`config.mk`:
```
export PLATFORM = sky130hd
export DESIGN_NAME = seq_run_ctrl_flat
export DESIGN_NICKNAME = d
export VERILOG_FILES = /design/src/rtl/seq_ctrl_pkg.sv /design/src/rtl/seq_run_ctrl_if.sv /design/src/rtl/seq_shift_out.sv /design/src/rtl/seq_run_ctrl.sv /design/src/flat_wrapper.sv
export SDC_FILE = /design/constraint.sdc
export NUM_CORES = 1
export LEC_CHECK = 0
export CELL_PAD_IN_SITES_DETAIL_PLACEMENT = 2
export CELL_PAD_IN_SITES_GLOBAL_PLACEMENT = 2
export CORE_MARGIN = 3
export CORE_UTILIZATION = 32
export DETAILED_ROUTE_END_ITERATION = 8
export PLACE_DENSITY = 0.83
export SLEW_MARGIN = 20
export SYNTH_ARGS = -nofsm -noshare
export SYNTH_HDL_FRONTEND = slang
export SYNTH_SLANG_ARGS = --single-unit
```
`constraint.sdc`:
```
create_clock -name clk -period 2.6 [get_ports clk]
set_input_delay 0.39 -clock clk [delete_from_list [all_inputs] [get_ports clk]]
set_output_delay 0.39 -clock clk [all_outputs]
set_load 0.1 [all_outputs]
```
`src/rtl/seq_ctrl_pkg.sv`:
```
// Shared definitions for the 1101 detector run controller: FSM encoding,
// default sizing constants and the pattern-length conversion helper.
// No logic of its own; imported by every file in this block.
package seq_ctrl_pkg;

    localparam int SEQ_WIDTH_DEF = 16;
    localparam int SEQ_CNT_W_DEF = 5;

    typedef enum logic [2:0] {
        ST_IDLE  = 3'd0,
        ST_CLR   = 3'd1,
        ST_SHIFT = 3'd2,
        ST_DRAIN = 3'd3,
        ST_DONE  = 3'd4
    } run_state_e;

    // A length field of zero encodes a full-width pattern.
    function automatic int unsigned eff_len(input int unsigned len, input int unsigned width);
        return (len == 0) ? width : len;
    endfunction

endpackage

```
`src/rtl/seq_run_ctrl_if.sv`:
```
// Front-end/detector bundle of the run controller; master = front-end side, slave = controller.
// Pure wiring, no latency. No backpressure: start is a level request sampled only when idle.
// hit_mask exists only when SEQ_HIT_LOG_EN is defined.
interface seq_run_ctrl_if #(
    parameter int WIDTH = 16,
    parameter int CNT_W = 5
);
    localparam int LW = $clog2(WIDTH);

    logic             start;
    logic [WIDTH-1:0] pattern;
    logic [LW-1:0]    len;
    logic             busy;
    logic             done;
    logic [CNT_W-1:0] hit_cnt;
`ifdef SEQ_HIT_LOG_EN
    logic [WIDTH-1:0] hit_mask;
`endif
    logic             det_rst;
    logic             det_inp;
    logic             det_outp;

`ifdef SEQ_HIT_LOG_EN
    modport master (output start, pattern, len, det_outp,
                    input  busy, done, hit_cnt, hit_mask, det_rst, det_inp);
    modport slave  (input  start, pattern, len, det_outp,
                    output busy, done, hit_cnt, hit_mask, det_rst, det_inp);
`else
    modport master (output start, pattern, len, det_outp,
                    input  busy, done, hit_cnt, det_rst, det_inp);
    modport slave  (input  start, pattern, len, det_outp,
                    output busy, done, hit_cnt, det_rst, det_inp);
`endif

endinterface

```
`src/rtl/seq_shift_out.sv`:
```
// Pattern latch plus down-counting bit index driving the detector's serial input MSB-first.
// det_inp is registered: the bit selected by the next index appears the cycle after init/step.
// No backpressure; load/init/step are strobes from the controller FSM.
module seq_shift_out
    import seq_ctrl_pkg::*;
#(
    parameter int WIDTH = SEQ_WIDTH_DEF,
    localparam int LW   = $clog2(WIDTH)
) (
    input  logic             clk,
    input  logic             rst,
    input  logic             load,
    input  logic [WIDTH-1:0] pattern_in,
    input  logic [LW-1:0]    len_in,
    input  logic             init,
    input  logic             step,
    output logic             det_inp,
    output logic [LW-1:0]    idx,
    output logic             last
);

    logic [WIDTH-1:0] pat_q, pat_d;
    logic [LW-1:0]    len_m1_q, len_m1_d;
    logic [LW-1:0]    idx_q, idx_d;
    logic             det_inp_q, det_inp_d;
    logic             drive;

    assign det_inp = det_inp_q;
    assign idx     = idx_q;
    assign last    = (idx_q == '0);

    // Latch pattern/length, walk the index down and pre-select the next serial bit.
    always_comb begin
        pat_d    = pat_q;
        len_m1_d = len_m1_q;
        idx_d    = idx_q;
        drive    = 1'b0;
        if (load) begin
            pat_d    = pattern_in;
            len_m1_d = LW'(eff_len(32'(len_in), WIDTH) - 1);
        end
        if (init) begin
            idx_d = len_m1_q;
            drive = 1'b1;
        end else if (step && !last) begin
            idx_d = idx_q - LW'(1);
            drive = 1'b1;
        end
        det_inp_d = drive ? pat_q[idx_d] : 1'b0;
    end

    // State registers with synchronous reset.
    always_ff @(posedge clk) begin
        if (rst) begin
            pat_q     <= '0;
            len_m1_q  <= '0;
            idx_q     <= '0;
            det_inp_q <= 1'b0;
        end else begin
            pat_q     <= pat_d;
            len_m1_q  <= len_m1_d;
            idx_q     <= idx_d;
            det_inp_q <= det_inp_d;
        end
    end

endmodule

```
`src/rtl/seq_run_ctrl.sv`:
```
// Run controller for the serial 1101 detector: clear, shift pattern MSB-first, count hits, pulse done.
// start to done is len+3 cycles; all outputs registered. Optional hit log: SEQ_HIT_LOG_EN.
// No backpressure: start is only sampled in IDLE and is dropped (not queued) while a run is active.
module seq_run_ctrl
    import seq_ctrl_pkg::*;
#(
    parameter int WIDTH = SEQ_WIDTH_DEF,
    parameter int CNT_W = SEQ_CNT_W_DEF
) (
    input logic           clk,
    input logic           rst,
    seq_run_ctrl_if.slave bus
);

    localparam int LW = $clog2(WIDTH);
    localparam logic [CNT_W-1:0] CNT_MAX = {CNT_W{1'b1}};

    run_state_e       state_q, state_d;
    logic             busy_q, busy_d;
    logic             done_q, done_d;
    logic             det_rst_q, det_rst_d;
    logic [CNT_W-1:0] hit_cnt_q, hit_cnt_d;
    logic             first_q, first_d;
    logic             load, init, step, last;
    logic [LW-1:0]    idx;
    logic             sample_en, hit;

    assign load = (state_q == ST_IDLE) && bus.start;
    assign init = (state_q == ST_CLR);
    assign step = (state_q == ST_SHIFT);

    seq_shift_out #(.WIDTH(WIDTH)) u_shift (
        .clk        (clk),
        .rst        (rst),
        .load       (load),
        .pattern_in (bus.pattern),
        .len_in     (bus.len),
        .init       (init),
        .step       (step),
        .det_inp    (bus.det_inp),
        .idx        (idx),
        .last       (last)
    );

    // Next-state logic for the run sequence.
    always_comb begin
        state_d = state_q;
        unique case (state_q)
            ST_IDLE:  if (bus.start) state_d = ST_CLR;
            ST_CLR:   state_d = ST_SHIFT;
            ST_SHIFT: if (last) state_d = ST_DRAIN;
            ST_DRAIN: state_d = ST_DONE;
            ST_DONE:  state_d = ST_IDLE;
            default:  state_d = ST_IDLE;
        endcase
    end

    // Outputs are decoded from the next state so they line up with the state they describe.
    always_comb begin
        busy_d    = (state_d == ST_CLR) || (state_d == ST_SHIFT) || (state_d == ST_DRAIN);
        done_d    = (state_d == ST_DONE);
        det_rst_d = (state_d == ST_CLR);
        // The detector output lags by a cycle; in the first SHIFT cycle it still reflects the clear.
        first_d   = (state_q == ST_CLR);
        sample_en = ((state_q == ST_SHIFT) && !first_q) || (state_q == ST_DRAIN);
        hit       = sample_en && bus.det_outp;
        hit_cnt_d = hit_cnt_q;
        if (state_d == ST_CLR) begin
            hit_cnt_d = '0;
        end else if (hit && (hit_cnt_q != CNT_MAX)) begin
            hit_cnt_d = hit_cnt_q + CNT_W'(1);
        end
    end

    // FSM and output registers.
    always_ff @(posedge clk) begin
        if (rst) begin
            state_q   <= ST_IDLE;
            busy_q    <= 1'b0;
            done_q    <= 1'b0;
            det_rst_q <= 1'b0;
            hit_cnt_q <= '0;
            first_q   <= 1'b0;
        end else begin
            state_q   <= state_d;
            busy_q    <= busy_d;
            done_q    <= done_d;
            det_rst_q <= det_rst_d;
            hit_cnt_q <= hit_cnt_d;
            first_q   <= first_d;
        end
    end

    assign bus.busy    = busy_q;
    assign bus.done    = done_q;
    assign bus.det_rst = det_rst_q;
    assign bus.hit_cnt = hit_cnt_q;

`ifdef SEQ_HIT_LOG_EN
    logic [WIDTH-1:0] hit_mask_q, hit_mask_d;
    logic [LW-1:0]    prev_idx;

    // A hit seen now completed on the bit driven last cycle; in DRAIN that was bit 0.
    always_comb begin
        prev_idx   = (state_q == ST_DRAIN) ? '0 : idx + LW'(1);
        hit_mask_d = hit_mask_q;
        if (state_d == ST_CLR) begin
            hit_mask_d = '0;
        end else if (hit) begin
            hit_mask_d[prev_idx] = 1'b1;
        end
    end

    // Hit position log register.
    always_ff @(posedge clk) begin
        if (rst) begin
            hit_mask_q <= '0;
        end else begin
            hit_mask_q <= hit_mask_d;
        end
    end

    assign bus.hit_mask = hit_mask_q;
`else
    logic unused_idx;
    assign unused_idx = ^idx;
`endif

endmodule

```
`src/flat_wrapper.sv`:
```
// flat-port wrapper written by rule: the top's interface ports become plain ports
module seq_run_ctrl_flat import seq_ctrl_pkg::*;
#(
    parameter int WIDTH = SEQ_WIDTH_DEF,
    parameter int CNT_W = SEQ_CNT_W_DEF
)
  (clk, rst, bus_start, bus_pattern, bus_len, bus_det_outp, bus_busy, bus_done, bus_hit_cnt, bus_det_rst, bus_det_inp);
  seq_run_ctrl_if #(.WIDTH(WIDTH), .CNT_W(CNT_W)) bus_i ();
  input logic clk;
  input logic rst;
  input wire logic [$bits(bus_i.start)-1:0] bus_start;
  input wire logic [$bits(bus_i.pattern)-1:0] bus_pattern;
  input wire logic [$bits(bus_i.len)-1:0] bus_len;
  input wire logic [$bits(bus_i.det_outp)-1:0] bus_det_outp;
  output wire logic [$bits(bus_i.busy)-1:0] bus_busy;
  output wire logic [$bits(bus_i.done)-1:0] bus_done;
  output wire logic [$bits(bus_i.hit_cnt)-1:0] bus_hit_cnt;
  output wire logic [$bits(bus_i.det_rst)-1:0] bus_det_rst;
  output wire logic [$bits(bus_i.det_inp)-1:0] bus_det_inp;
  assign bus_i.start = bus_start;
  assign bus_i.pattern = bus_pattern;
  assign bus_i.len = bus_len;
  assign bus_i.det_outp = bus_det_outp;
  assign bus_busy = bus_i.busy;
  assign bus_done = bus_i.done;
  assign bus_hit_cnt = bus_i.hit_cnt;
  assign bus_det_rst = bus_i.det_rst;
  assign bus_det_inp = bus_i.det_inp;
  seq_run_ctrl #(.WIDTH(WIDTH), .CNT_W(CNT_W)) u_core (.clk(clk), .rst(rst), .bus(bus_i));
endmodule
```
# ---- Word level (Yosys, flattened, before mapping)
# Index checks and enable logic that the tools add are counted.
dict set report classes {
  magnitude_cmp 1
  multipliers 0
  muxes 10
  n_div 0
  n_eq_ne 8
  shift 0
  n_reduce_logical 15
  addsub 3
  bitwise_logic 1
}
# op n
set ops {}
lappend ops {{equality test 3 x 2 -> 1 bit, second input constant} 4}
lappend ops {{2-to-1 mux 4 bit} 3}
lappend ops {{case mux 3 bit (4 select lines)} 1}
lappend ops {{zero test 4 bit} 2}
lappend ops {{subtractor 4 x 1 -> 4 bit, second input constant} 2}
lappend ops {{equality test 3 x 1 -> 1 bit, second input constant} 2}
lappend ops {{2-to-1 mux 3 bit} 2}
lappend ops {{adder 5 x 1 -> 5 bit, second input constant} 1}
lappend ops {{logical AND 1 bit} 5}
lappend ops {{less-than comparator 4 x 5 -> 1 bit, second input constant} 1}
lappend ops {{inequality test 5 bit, second input constant} 1}
lappend ops {{binary-select mux 1 bit (select 4 bit)} 1}
lappend ops {{OR reduction 2 bit} 2}
lappend ops {{equality test 3 bit, second input constant} 1}
lappend ops {{zero test 3 bit} 1}
lappend ops {{logical OR 1 bit} 3}
lappend ops {{2-to-1 mux 1 bit} 3}
lappend ops {{zero test 1 bit} 2}
lappend ops {{inverter 1 bit} 1}
dict set report word_totals {
  reg_bits 37
  romBits 0
  memories 0
  output_inout_bits 9
  mem_bits_rw 0
  in_bits 24
  elab_cells 48
  latch_bits 0
}

# ---- Depth between registers and ports, before layout
dict set report depth {
  depth_word 7
  ltp_mapped 8
  mapped_depth_nobuf 8
}

# ---- Hierarchy
# A second synthesis with hierarchy kept.
dict set report unflattened {
  hier_cells 190
  hier_area_um2 1769.2
}
# module seq_area_each_um2 cells_each area_per_inst_um2 instances
set modules_own_cells {}
lappend modules_own_cells {seq_shift_out 500.5 138 1244.9 1}
lappend modules_own_cells {seq_run_ctrl 240.2 52 524.3 1}

# ---- Least setup slack after synthesis
# OpenSTA, ideal clock, no wires.
dict set report synth_timing {
  kind {register to register}
  startpoint {reg u_core.hit_cnt_q[0] (netlist: u_core.bus.hit_cnt[0])}
  endpoint {reg u_core.hit_cnt_q[3] (netlist: u_core.bus.hit_cnt[3])}
  arrival_ps 2378
  setup_slack_ps 156
  setup_time_ps 67
  period_less_slack_ps 2444
  path_stages_with_launch 8
  required_ps 2533
  n_path_buf 0
  path_cell_list {dfxtp_1 ha_1 and3_1 ha_1 nor4b_2 nand4_1 xor2_1 nor2_1}
}
dict set report synth_between {
  elab_chain_len 2
  elab_cells_between_ends 3
  cone_classes {add/sub (1); eq/ne (1); reduce/logical (1)}
}
# item line_no
set synth_rtl {}
lappend synth_rtl {{from (decl)} seq_run_ctrl.sv:22} ;# logic [CNT_W-1:0] hit_cnt_q, hit_cnt_d;
lappend synth_rtl {{from (signal assigned)} seq_run_ctrl.sv:89} ;# hit_cnt_q <= hit_cnt_d;
lappend synth_rtl {{branches (longest 2 deep; another with adder 5 x 1 -> 5 bit)} -}
# Parallel ways; which one is timed is not known.
# A chain may end at the register's enable or synchronous reset.

# ---- Final worst setup path
dict set report layout_timing {
  startpoint {reg u_core.u_shift.idx_q[0] (netlist: u_core.u_shift.idx[0])}
  endpoint {reg u_core.u_shift.det_inp_q (netlist: u_core.u_shift.det_inp)}
}
dict set report layout_between {
  elab_chain_len 7
  elab_cells_between_ends 12
  cone_classes {add/sub (1); mux (6); bitwise (1); reduce/logical (4)}
}
# item line_no
set layout_rtl {}
lappend layout_rtl {{from (decl)} seq_shift_out.sv:24} ;# logic [LW-1:0] idx_q, idx_d;
lappend layout_rtl {{from (signal assigned)} seq_shift_out.sv:62} ;# idx_q <= idx_d;
lappend layout_rtl {{branches (longest 7 deep; another with subtractor 4 x 1 -> 4 bit)} -}
lappend layout_rtl {{to (signal assigned)} seq_shift_out.sv:63} ;# det_inp_q <= det_inp_d;
lappend layout_rtl {{to (decl)} seq_shift_out.sv:25} ;# logic det_inp_q, det_inp_d;
# Parallel ways; which one is timed is not known. The select of a mux whose other input is x is not followed.

==> key figures <==
Outcome
  • Outcome: complete, no violations

Clocking
  • CTS tree: done
  • Hold_buf cts: 0
  • CTS-repair resized insts: 0
  • Total number of H-tree levels: 2
  • Post-CTS Setup Inserts: 0
  • Total clock sinks: 37
  • Number of buffers created by CTS: 5
  • Root buffer cell: clkbuf_8
  • Clock transition at path regs: roughly 0.070 ns
  • Worst-skew pair later-pin latency: about 0.29 ns
  • Clock tree buffer depth: 2

Worst setup path
  • Data arrival, critical path: approximately 2.6 ns
  • Maximum fanout encountered on the critical timing path: 5
  • Sort of element at the start of the critical path: flop
  • Critical Path End Type: flop
  • Worst path buffer plus inverter count: 1
  • Critical Setup Path Class: reg -> reg
  • Slowest cell on crit path: dfxtp_1
  • Required time of the critical path: approximately 2.8 ns
  • Kind of cell with the highest combined delay on the critical path: multiplexers
  • Largest incremental delay on the critical path: 0.38 ns
  • FF-to-FF Start: u_core.u_shift.idx[0]
  • Most used cell, CP: mux2_4
  • CP Cell Sequence: inv_1 -> ha_1 -> nor4bb_4 -> mux2_4 -> mux2_4 -> a2111oi_2 -> a311o_1 -> o32ai_2
  • Critical path launch point: u_core.u_shift.idx[0]

Die
  • Overall die area: about 6800 um2
  • Initial Util: roughly a third
  • Die X-Extent: approximately 83 um
  • Number of top-level pins: 33
  • Die boundary height: 82.7 um
  • Site row count: 27
  • Core footprint: ~5600 um2

Layout
  • Post-layout utilization of the core: between 40% and 50%
  • Fill cell total of the finished layout: 633
  • Layout cells sized above 1: 16.9%
  • Area growth from synthesis to layout: 24.9%
  • Area of the multi-input gates: around 1100 um2
  • Most frequent standard cell in the layout excluding fill and tap cells: dfxtp_1
  • Number of diodes: 0
  • Area of all sequential standard cells: ~740 um2
  • Net total in the final layout: 270
  • Commonest cells after routing, fill and taps aside: 37 x dfxtp_1, 36 x nand2_1, 23 x clkdlybuf4s50_1

GRT
  • First-pass GRT wire length: 8140 um
  • Global-route track usage on met2: approximately 29%
  • GR Util met3: under 10%
  • Number of antenna violations at the first check in global routing: 0
  • Tot GR Track Use: 16.0%
  • GR peak layer: met2
  • Remaining global-route overflow: 0
  • Met1 track utilization from global routing: about 18%
  • Number of global-route vias before repair: 1,692
  • Maximum number of pins on one net before global-route repair: 30

Timing
  • Final period utilization: around 94%
  • Top achievable clock speed: 410 MHz
  • Max-slew headroom: a little over half
  • Transition time of the tightest slew-check pin: 0.675 ns
  • Total count of max-transition violations in the final report: 0
  • Hold Fails Final Rpt: 0
  • Sum of negative setup slack: 0 ns
  • Fin crit period: around 2.4 ns
  • Setup repair after global routing missed its margin: false
  • Number of setup violations in the final report: 0
  • Worst clock skew: approximately 0.0065 ns

Yosys
  • Combinational family with the most area after synthesis: simple AND/OR/NAND/NOR gates
  • Post-synth top area cell: dfxtp_1
  • Area share of the largest cell type after synthesis: approximately two fifths
  • FFs w/ async S/R, synth: 0%
  • Number of warnings reported in the yosys synthesis log: 0
  • Number of distinct library cell variants in the gate-level netlist after synthesis: 43
  • Syn_nets: ~240
  • Top area cells in the synthesized netlist: dfxtp_1 39%, nand2_1 7.2%, a21oi_1 5.1%
  • Post-synthesis share of cell area spent on full adders, half adders and majority gates: under 10%
  • Sequential cell area fraction in the yosys report: about two fifths
  • Cells after Synth: 207
  • Post-synth top flop: dfxtp_1
  • Number of flops mapped to enable cells by yosys: 0
  • Multiplexer area fraction after synthesis: 6.52%
  • Post-Syn Area: between 1500 and 2000 um2
  • Number of storage elements in the synthesis netlist: 37
  • Post-synthesis area per instance: 9.09 um2
  • Xor and xnor area share after synthesis: under 10%
  • Synthesized-area fraction occupied by and/or/nand/nor cells: about a quarter
  • Compound-gate portion of the synthesized area: between 10% and 20%

Min path
  • Type of the worst min-delay path: reg -> reg
  • Hold path startpoint: u_core.u_shift.pat_q[4]

Placed design
  • Number of buffer cells added on primary ports: 32
  • Placer Congestion: around 0.84
  • Post-DP HPWL: approximately 3600 um

Routing
  • Violation count after the first detailed-route iteration: 38
  • Wire per inst: between 15 and 20 um
  • Post-DRT Antenna Nets: 0
  • Vias after detailed routing: 1,601
  • Vias/cell: between 5 and 6
  • Total wirelength of the detailed-routed design: between 4000 and 5000 um
  • Post-detailed-route DRC marker count: 0
  • Number of detailed-route iterations in the first pass: 4

Power and ir drop
  • Leakage power of the design: approximately 0.9 nW
  • Power per unit of standard cell area: roughly 750 nW/um2
  • Highest ir drop seen on vdd: 337 uV

Job
  • Max-cap violations: 0
## cell families after synthesis
| group | after synthesis |
|---|---|
| muxes | 11 |
| AOI/OAI and AO/OA | 46 |
| DFF | 37 |
| xor gates and xnor gates | 8 |
| adders and majority gates | 4 |
| and+or+nand+nor | 84 |
| buffers and inverters | 17 |
## where the power goes
| part | total, mW | internal [mW] | leakage, nW | switching (mW) |
|---|---|---|---|---|
| Sequential | 0.699 | 0.635 | 0.303 | 0.0643 |
| Clock | 0.410 | 0.210 | 0.0443 | 0.200 |
| Combinational | 0.664 | 0.273 | 0.545 | 0.392 |
| Total | 1.77 | 1.12 | 0.892 | 0.656 |
## flip-flops by register name, indices dropped and copies added (netlist names)
| signal | flops |
|---|---|
| u_core.u_shift.pat_q | 16 |
| u_core.bus.hit_cnt | 5 |
| u_core.u_shift.idx | 4 |
| u_core.u_shift.len_m1_q | 4 |
| u_core.state_q | 3 |
| u_core.bus.busy | 1 |
| u_core.bus.det_rst | 1 |
| u_core.bus.done | 1 |
| u_core.first_q | 1 |
| u_core.u_shift.det_inp | 1 |
## Yosys cell counts, types with 2 or more instances
cell type	count
clkbuf_1	7
dfxtp_1	37
mux2_2	2
inv_1	6
nand2_1	36
or2_2	2
nand2b_1	2
mux2_4	2
nor3b_1	4
mux2i_1	7
and3_1	2
buf_4	2
nor2_1	22
buf_6	2
ha_1	4
a21oi_1	19
nor2b_1	2
nor3_1	4
o21a_1	2
xor2_1	4
o211ai_1	5
xnor2_1	4
o21bai_1	2
a211oi_1	7
o211a_1	3
## final cells by class
type | count | area share [%]
multi-input cells | 153 | 45.1
flip-flops and latches | 37 | 31.5
inverters | 6 | 0.958
repair buffers | 39 | 14.9
clock buffers | 7 | 3.67
well taps | 72 | 3.83
## worst reg2reg max path: cells and delay by family, from the launching register on
kind	cells	cell delay, ns
AOI/OAI and AO/OA	3	0.63
adders and majority gates	1	0.18
buffers and inverters	1	0.14
DFF	1	0.38
muxes	2	0.69
and+or+nand+nor	1	0.30
## per-layer routing
layer / part of all wire [%] / up-vias / wire length [um]
met4: 2.0 / 0 / 96
met5: 0 / - / 0
met2: 52 / 25 / 2540
met1: 43 / 781 / 2070
met3: 3.4 / 8 / 165
li1: - / 787 / -
## per-stage QoR
step	std cells	hold WS, ns	instance area [um2]	power, mW	setup WS (ns)
floorplan	207	0.433	1880	1.19	0.156
global placement	307	0.448	2260	1.35	0.226
detailed placement	307	0.459	2260	1.38	0.0924
CTS	314	0.469	2340	1.80	0.0508
global route	314	0.488	2350	1.90	0.0226
finish	314	0.461	2350	1.77	0.163
## path summary, 6_finish.rpt
kind | cells after the start | endpoint | slack [ns]
setup / recovery | 8 | u_core.u_shift.det_inp | 0.16
hold / removal | 2 | u_core.u_shift.pat_q[4] | 0.46
setup reg to reg | 8 | u_core.u_shift.det_inp | 0.16
hold reg to reg | 2 | u_core.u_shift.pat_q[4] | 0.46
(Power assumes the default switching activity.)
